**src/rtl/pulse_delay_mc_if.sv**
```systemverilog
// pulse_delay_mc_if: trigger/config/status bundle for pulse_delay_mc
// master drives din/dly/len/mode/clr and observes dout/busy; slave is the reverse.
interface pulse_delay_mc_if #(
  parameter int CH = 4,
  parameter int CNT_W = 16
);
  logic [CH-1:0]    din;
  logic [CNT_W-1:0] dly;
  logic [CNT_W-1:0] len;
  logic             mode;
  logic             clr;
  logic [CH-1:0]    dout;
  logic [CH-1:0]    busy;
  modport master (output din, dly, len, mode, clr, input dout, busy);
  modport slave (input din, dly, len, mode, clr, output dout, busy);
endinterface

```
**src/rtl/pulse_delay_mc.sv**
```systemverilog
// pulse_delay_mc: independent per-channel rising-edge triggered delayed pulse generators
// Ports: clk; n_rst async active-low; bus (slave): din/dly/len/mode/clr in, dout/busy out.
module pulse_delay_mc #(
  parameter int CH = 4,
  parameter int CNT_W = 16
) (
  input logic             clk,
  input logic             n_rst,
  pulse_delay_mc_if.slave bus
);
  typedef enum logic [1:0] {IDLE, WAIT, PULSE} state_t;
  state_t           st_q [CH];
  state_t           st_d [CH];
  logic [CNT_W-1:0] cnt_q [CH];
  logic [CNT_W-1:0] cnt_d [CH];
  logic [CNT_W-1:0] len_q [CH];
  logic [CNT_W-1:0] len_d [CH];
  logic [CH-1:0]    din_q, trig, dout_q, dout_d, busy_q, busy_d;
  assign trig = bus.din & ~din_q;
  always_comb begin
    dout_d = '0;
    busy_d = '0;
    for (int i = 0; i < CH; i++) begin
      st_d[i] = st_q[i];
      cnt_d[i] = cnt_q[i];
      len_d[i] = len_q[i];
      if (bus.clr) begin
        st_d[i] = IDLE;
        cnt_d[i] = '0;
      end else if (trig[i] && (st_q[i] == IDLE || bus.mode)) begin
        // len is kept so a WAIT can load the pulse length sampled at trigger time
        len_d[i] = bus.len;
        if (bus.len == '0) begin
          st_d[i] = IDLE;
          cnt_d[i] = '0;
        end else if (st_q[i] == PULSE || bus.dly == '0) begin
          // a retrigger during PULSE extends the pulse without a gap, ignoring dly
          st_d[i] = PULSE;
          cnt_d[i] = bus.len - CNT_W'(1);
        end else begin
          st_d[i] = WAIT;
          cnt_d[i] = bus.dly - CNT_W'(1);
        end
      end else if (st_q[i] != IDLE) begin
        if (cnt_q[i] != '0) cnt_d[i] = cnt_q[i] - CNT_W'(1);
        else if (st_q[i] == WAIT) begin
          st_d[i] = PULSE;
          cnt_d[i] = len_q[i] - CNT_W'(1);
        end else st_d[i] = IDLE;
      end
      dout_d[i] = st_d[i] == PULSE;
      busy_d[i] = st_d[i] != IDLE;
    end
  end
  always_ff @(posedge clk or negedge n_rst) begin
    if (!n_rst) begin
      din_q <= '0;
      dout_q <= '0;
      busy_q <= '0;
      for (int i = 0; i < CH; i++) begin
        st_q[i] <= IDLE;
        cnt_q[i] <= '0;
        len_q[i] <= '0;
      end
    end else begin
      din_q <= bus.din;
      dout_q <= dout_d;
      busy_q <= busy_d;
      st_q <= st_d;
      cnt_q <= cnt_d;
      len_q <= len_d;
    end
  end
  assign bus.dout = dout_q;
  assign bus.busy = busy_q;
endmodule

```
**src/flat_wrapper.sv**
```systemverilog
// flat-port wrapper written by rule: the top's interface ports become plain ports
module pulse_delay_mc_flat 
#(
  parameter int CH = 4,
  parameter int CNT_W = 16
)
  (clk, n_rst, bus_din, bus_dly, bus_len, bus_mode, bus_clr, bus_dout, bus_busy);
  pulse_delay_mc_if #(.CH(CH), .CNT_W(CNT_W)) bus_i ();
  input logic clk;
  input logic n_rst;
  input wire logic [$bits(bus_i.din)-1:0] bus_din;
  input wire logic [$bits(bus_i.dly)-1:0] bus_dly;
  input wire logic [$bits(bus_i.len)-1:0] bus_len;
  input wire logic [$bits(bus_i.mode)-1:0] bus_mode;
  input wire logic [$bits(bus_i.clr)-1:0] bus_clr;
  output wire logic [$bits(bus_i.dout)-1:0] bus_dout;
  output wire logic [$bits(bus_i.busy)-1:0] bus_busy;
  assign bus_i.din = bus_din;
  assign bus_i.dly = bus_dly;
  assign bus_i.len = bus_len;
  assign bus_i.mode = bus_mode;
  assign bus_i.clr = bus_clr;
  assign bus_dout = bus_i.dout;
  assign bus_busy = bus_i.busy;
  pulse_delay_mc #(.CH(CH), .CNT_W(CNT_W)) u_core (.clk(clk), .n_rst(n_rst), .bus(bus_i));
endmodule
```
**config.mk**
```make
export PLATFORM = sky130hd
export DESIGN_NAME = pulse_delay_mc_flat
export DESIGN_NICKNAME = d
export VERILOG_FILES = /design/src/rtl/pulse_delay_mc_if.sv /design/src/rtl/pulse_delay_mc.sv /design/src/flat_wrapper.sv
export SDC_FILE = /design/constraint.sdc
export NUM_CORES = 1
export LEC_CHECK = 0
export CORE_AREA = 2 2 128 130
export DETAILED_ROUTE_END_ITERATION = 10
export DIE_AREA = 0 0 130 132
export HOLD_SLACK_MARGIN = 0.1
export PLACE_DENSITY = 0.83
export SKIP_LAST_GASP = 1
export SYNTH_ARGS = -nofsm -noshare
export SYNTH_HDL_FRONTEND = slang
export SYNTH_SLANG_ARGS = --single-unit
```
**constraint.sdc**
```tcl
create_clock -name clk -period 8.1 [get_ports clk]
set_input_delay 1.62 -clock clk [delete_from_list [all_inputs] [get_ports clk]]
set_output_delay 1.62 -clock clk [all_outputs]
set_load 0.005 [all_outputs]
```
== Word-level counts from Yosys, hierarchy flattened ==
Cells that the tools add are included.

* Register bits after elaboration: 148
* Memories kept: 0
* Bits in latches: 0
* Memory bits (writable): 0
* Output and inout port bits: 8
* Memory bits (read-only): 0
* Word-level logic and storage cells: 142

* $add $sub $neg: 10
* Multiply operators: 0
* Bitwise gates (word level): 3
* Shift-type cells: 0
* Reductions and logical operators: 46
* Divide/modulo/power cells: 0
* Magnitude comparators: 0
* Equality and inequality tests: 12
* Muxes and demuxes: 56

{| class="wikitable"
|+ Operators with widths
! operator !! count
|-
| 16-bit 2-to-1 mux || 28
|-
| 16-bit by 1-bit subtractor with 16-bit output, second input constant || 10
|-
| 16-bit nonzero test || 4
|-
| 2-bit 2-to-1 mux || 28
|-
| 16-bit zero test || 2
|-
| 2-bit == test, second input constant || 8
|-
| 2-bit AND reduction || 8
|-
| 2-bit nonzero test || 8
|-
| 4-bit nonzero test || 4
|-
| 3-bit nonzero test || 4
|-
| 2-bit by 1-bit == test with 1-bit output, second input constant || 4
|-
| 2-bit zero test || 4
|-
| 1-bit logical OR || 8
|-
| 4-bit AND || 1
|-
| 1-bit logical AND || 4
|-
| 4-bit inverter || 1
|-
| 1-bit inverter || 1
|}

== Logic depth before layout (Yosys ltp) ==
* Word-level depth: 7
* Gate-level depth with buffers: 15
* Gate-level depth less buffers: 12

== Worst setup path after synthesis ==
No wires, ideal clock.

* Kind: input-to-reg
* Start point: input port bus_dly[0]
* End point: register u_core.cnt_q[31] (netlist bit)
* Data arrival time: 3.945 ns
* Slack: 4.054 ns
* Data required time: 7.999 ns
* Setup time: 0.101 ns
* Cell stages on the path: 10
* Cells stage by stage: inv_1 > ha_1 > or3b_2 > clkbuf_1 > nor4_4 > nand2_1 > o21ai_1 > mux2i_1 > a22oi_1 > o32ai_1

* Longest elaborated chain between the ends: 6
* Elaborated cells between the ends (all ways): 7
* Classes of those cells: add/sub: 1; mux: 4; reduce/logical: 2

{| class="wikitable"
|+ Ends and longest elaborated chain
! element !! line !! source
|-
| start, declared || flat_wrapper.sv:12 || <nowiki>input wire logic [$bits(bus_i.dly)-1:0] bus_dly;</nowiki>
|-
| branches (longest 2 deep; another with 16-bit by 1-bit subtractor with 16-bit output) || - ||
|-
| 16-bit 2-to-1 mux (*) || pulse_delay_mc.sv:36 || <nowiki>end else if (st_q[i] == PULSE || bus.dly == '0) begin</nowiki>
|-
| 16-bit 2-to-1 mux (*) || pulse_delay_mc.sv:33 || <nowiki>if (bus.len == '0) begin</nowiki>
|-
| 16-bit 2-to-1 mux (*) || pulse_delay_mc.sv:30 || <nowiki>end else if (trig[i] && (st_q[i] == IDLE || bus.mode)) begin</nowiki>
|-
| 16-bit 2-to-1 mux (*) || pulse_delay_mc.sv:27 || <nowiki>if (bus.clr) begin</nowiki>
|-
| end signal, assigned || pulse_delay_mc.sv:70 || <nowiki>cnt_q <= cnt_d;</nowiki>
|-
| end, declared || pulse_delay_mc.sv:14 || <nowiki>logic [CNT_W-1:0] cnt_q [CH];</nowiki>
|}

Every way passes the cells marked *.
A chain may end at the register's enable or synchronous reset.

== Worst setup path in the final report ==
* Start point: input port bus_len[0]
* End point: register u_core.cnt_q[9] (netlist bit)

* Longest elaborated chain between the ends: 5
* Elaborated cells between the ends (all ways): 6
* Classes of those cells: add/sub: 1; mux: 4; reduce/logical: 1

{| class="wikitable"
|+ Ends and longest elaborated chain
! element !! line !! source
|-
| start, declared || flat_wrapper.sv:13 || <nowiki>input wire logic [$bits(bus_i.len)-1:0] bus_len;</nowiki>
|-
| 16-bit by 1-bit subtractor with 16-bit output || pulse_delay_mc.sv:39 || <nowiki>cnt_d[i] = bus.len - CNT_W'(1);</nowiki>
|-
| 16-bit 2-to-1 mux || pulse_delay_mc.sv:36 ||
|-
| 16-bit 2-to-1 mux (*) || pulse_delay_mc.sv:33 ||
|-
| 16-bit 2-to-1 mux (*) || pulse_delay_mc.sv:30 ||
|-
| 16-bit 2-to-1 mux (*) || pulse_delay_mc.sv:27 ||
|}

Every way passes the cells marked *; elsewhere a longest branch is shown, timed or not.

==> impl_results.md <==
* Root buf cell: clkbuf_16
* Pwr/cell area at 268.4 mW/mm^2
* Fin. Hold Viols at 0
* Num ports at 48
* Crit path required time at 8420 ps
* Number of synthesized flops with an enable pin at 0
* Seq/Total Area, Yosys at 0.3654
* Final instance area at 0.01144 mm^2
* Placed instance area at 0.01082 mm^2
* Layout cells sized above 1 at 0.1092
* # diodes at 0
* Final Util at 0.7280
* Crit path from: bus_len[0]
* YS warnings at 0
* Most used flip-flop cell after synthesis: dfrtp_1
* Die H at ~130 um
* Half-perimeter wire length after placement at 23230 um
* Vias in the first global route at 9389
* Final Cycle Share at 0.5902
* WL final at 34270 um
* Crit path time final at about 4800 ps
* Reg clk slew, reported paths at roughly 60 ps
* Pre-CTS WS at 3052 ps
* ANT nets after route at 0
* Most common cell after layout, fill and taps aside: dfrtp_1
* Pre-Repair DR Iteration Count at 9
* Final nets at 1288
* Number of max-cap violations at 0
* Rows at 46
* Post_cts resized at 0
* Syn Area/Cell at 8.362 um^2
* FFs w/ async S/R, synth at 1.000
* Worst VDD drop at 0.2484 mV
* Placed cells at roughly 1400
* Startpoint types: input pin
* R2r worst-path depth at 12
* Critical Path AT at 5100 ps
* Largest net degree at the start of global routing at 79
* Setup total negative slack at 0 ps
* Worst hold path startpoint: u_core.len_q[46]
* WL per Instance at approximately 23 um
* Initial core utilization at 0.6450
* Skew-Pair Late Insertion Delay at between 400 and 500 ps
* Hold Crit Depth at 1
* Global-route wire length before repair at 52660 um
* Initial drt markers at 1865
* Rel. slew slack at 0.2094
* CTS tree: done
* CTS Hold Bufs at 0
* Syn nets at roughly 1300
* Core box area at 0.01571 mm^2
* Pin slew with the least headroom to its limit at 1185 ps
* Syn-to-layout area delta at 12.86%
* Leakage at 4.556 nW
* Tot Pwr at a little over 3 mW
* Startpoint of the worst register-to-register path: u_core.cnt_q[38]
* RR Endpoint: u_core.cnt_q[42]
* Final global-route overflow total at 0
* Synthesis-stage register bit count at 148
* Setup Skew at between 10 and 15 ps
* Die area at 0.01716 mm^2
* Slew Viols, Final at 0
* Final Worst Setup Slack at between 3000 and 4000 ps
* Hold WC Path Type: reg2reg
* Post-synthesis cell count at 1212
* # clock sinks at 148
* CP Max Fanout at 19
* CTS buffer count at 17
* Crit Path Class: in2reg
* Critical Path Sink Type: flop
* Min Hold Slack at ~520 ps
* Non-filler instance count after layout at between 1000 and 1500
* Placer Congestion at 0.9765
* Max Clock Freq at about 210 MHz
* H-tree levels at 4
* Vias per cell at 7.179
* Initial antenna violation count at 0
* Setup repair after global routing missed its margin: no
* I/O Buffers at 47
* Outcome: complete, no violations
* Die width at about 130 um
* Commonest non-fill, non-tap cells in the layout: dfrtp_1, nor2_1, nand2_1, a21oi_1, o21ai_0
* Library cells used by synthesis at 74
* Cell area after synthesis at about 0.010 mm^2
* CTS max path bufs at 2
* Setup Buffers After CTS at 0
* Hold EP: u_core.len_q[46]
* Final setup viols at 0
* Via count at ~11000
* All-Layer GR Usage at 0.4009
* DRC Markers at 0
* Register-to-Register Setup Slack at 3810 ps
-- cell usage after synthesis, drive strengths merged, types with 23 or more instances --
| cell | instances | area (um^2) |
|---|---|---|
| a21oi | 105 | 525.5 |
| a31oi | 23 | 143.9 |
| clkbuf | 53 | 198.9 |
| dfrtp | 148 | 3704 |
| mux2 | 63 | 709.4 |
| nand2 | 115 | 431.7 |
| nand3 | 29 | 145.1 |
| nor2 | 136 | 513.0 |
| nor3 | 58 | 306.5 |
| nor4 | 27 | 190.2 |
| o211ai | 34 | 255.2 |
| o21ai | 90 | 450.4 |
| xnor2 | 25 | 219.0 |
-- flip-flops by register name, summed over array words and instances (netlist names) --
signal,flops
u_core.bus.dout,4
u_core.din_q,4
u_core.bus.busy,4
u_core.len_q,64
u_core.st_q,8
u_core.cnt_q,64
-- critical path: stages --
cell and delay (ps):
clkdlybuf4s50_1 680, inv_1 260, ha_1 230, nor3b_1 370, nand2_1 260, or4_1 880
nand2_1 380, a211oi_1 110, a221o_1 300
-- worst max path at each step --
stage               slack (ps)            endpoint  depth (start not counted)
finish                    3320     u_core.cnt_q[9]                          9
floorplan                 4050    u_core.cnt_q[31]                         10
detailed placement        3050    u_core.cnt_q[11]                          9
global route              3250  u_core.bus.busy[2]                         10
CTS                       3500     u_core.cnt_q[9]                          9
global placement          3140     u_core.cnt_q[9]                          9
-- logic make-up (layout without fill, tap and decap cells) --
| kind of cell | count (synthesis) | in the layout | share of synthesized area |
|---|---|---|---|
| adders and majority gates | 6 | 6 | 0.007407 |
| xor gates and xnor gates | 44 | 44 | 0.03802 |
| AOI/OAI and AO/OA | 395 | 395 | 0.2514 |
| muxes | 73 | 73 | 0.07988 |
| and+or+nand+nor | 470 | 470 | 0.2290 |
| buffers and inverters | 76 | 119 | 0.02889 |
| DFF | 148 | 148 | 0.3654 |
-- area by class of cell --
cell class	count	area, um^2
timing repair buffer	68	629.4
clock buffer	21	470.5
fill	1252	4274
multi-input combinational	988	6145
clock inverter	11	148.9
tap	216	270.3
sequential	148	3704
inverter	19	71.32
-- power by group --
group	total [mW]	leakage (nW)	switching [mW]	internal, mW
registers	1.04	1.88	0.174	0.869
logic	1.19	2.38	0.717	0.473
clock network	0.838	0.296	0.328	0.510
-- layer usage --
layer,share of wire,global-route usage,vias to the layer above
met5,0,0,-
li1,-,-,4634
met4,0.045,0.1732,0
met2,0.43,0.5739,838
met1,0.40,0.5759,4959
met3,0.13,0.1006,130
Power figures use the tool's default switching activity.
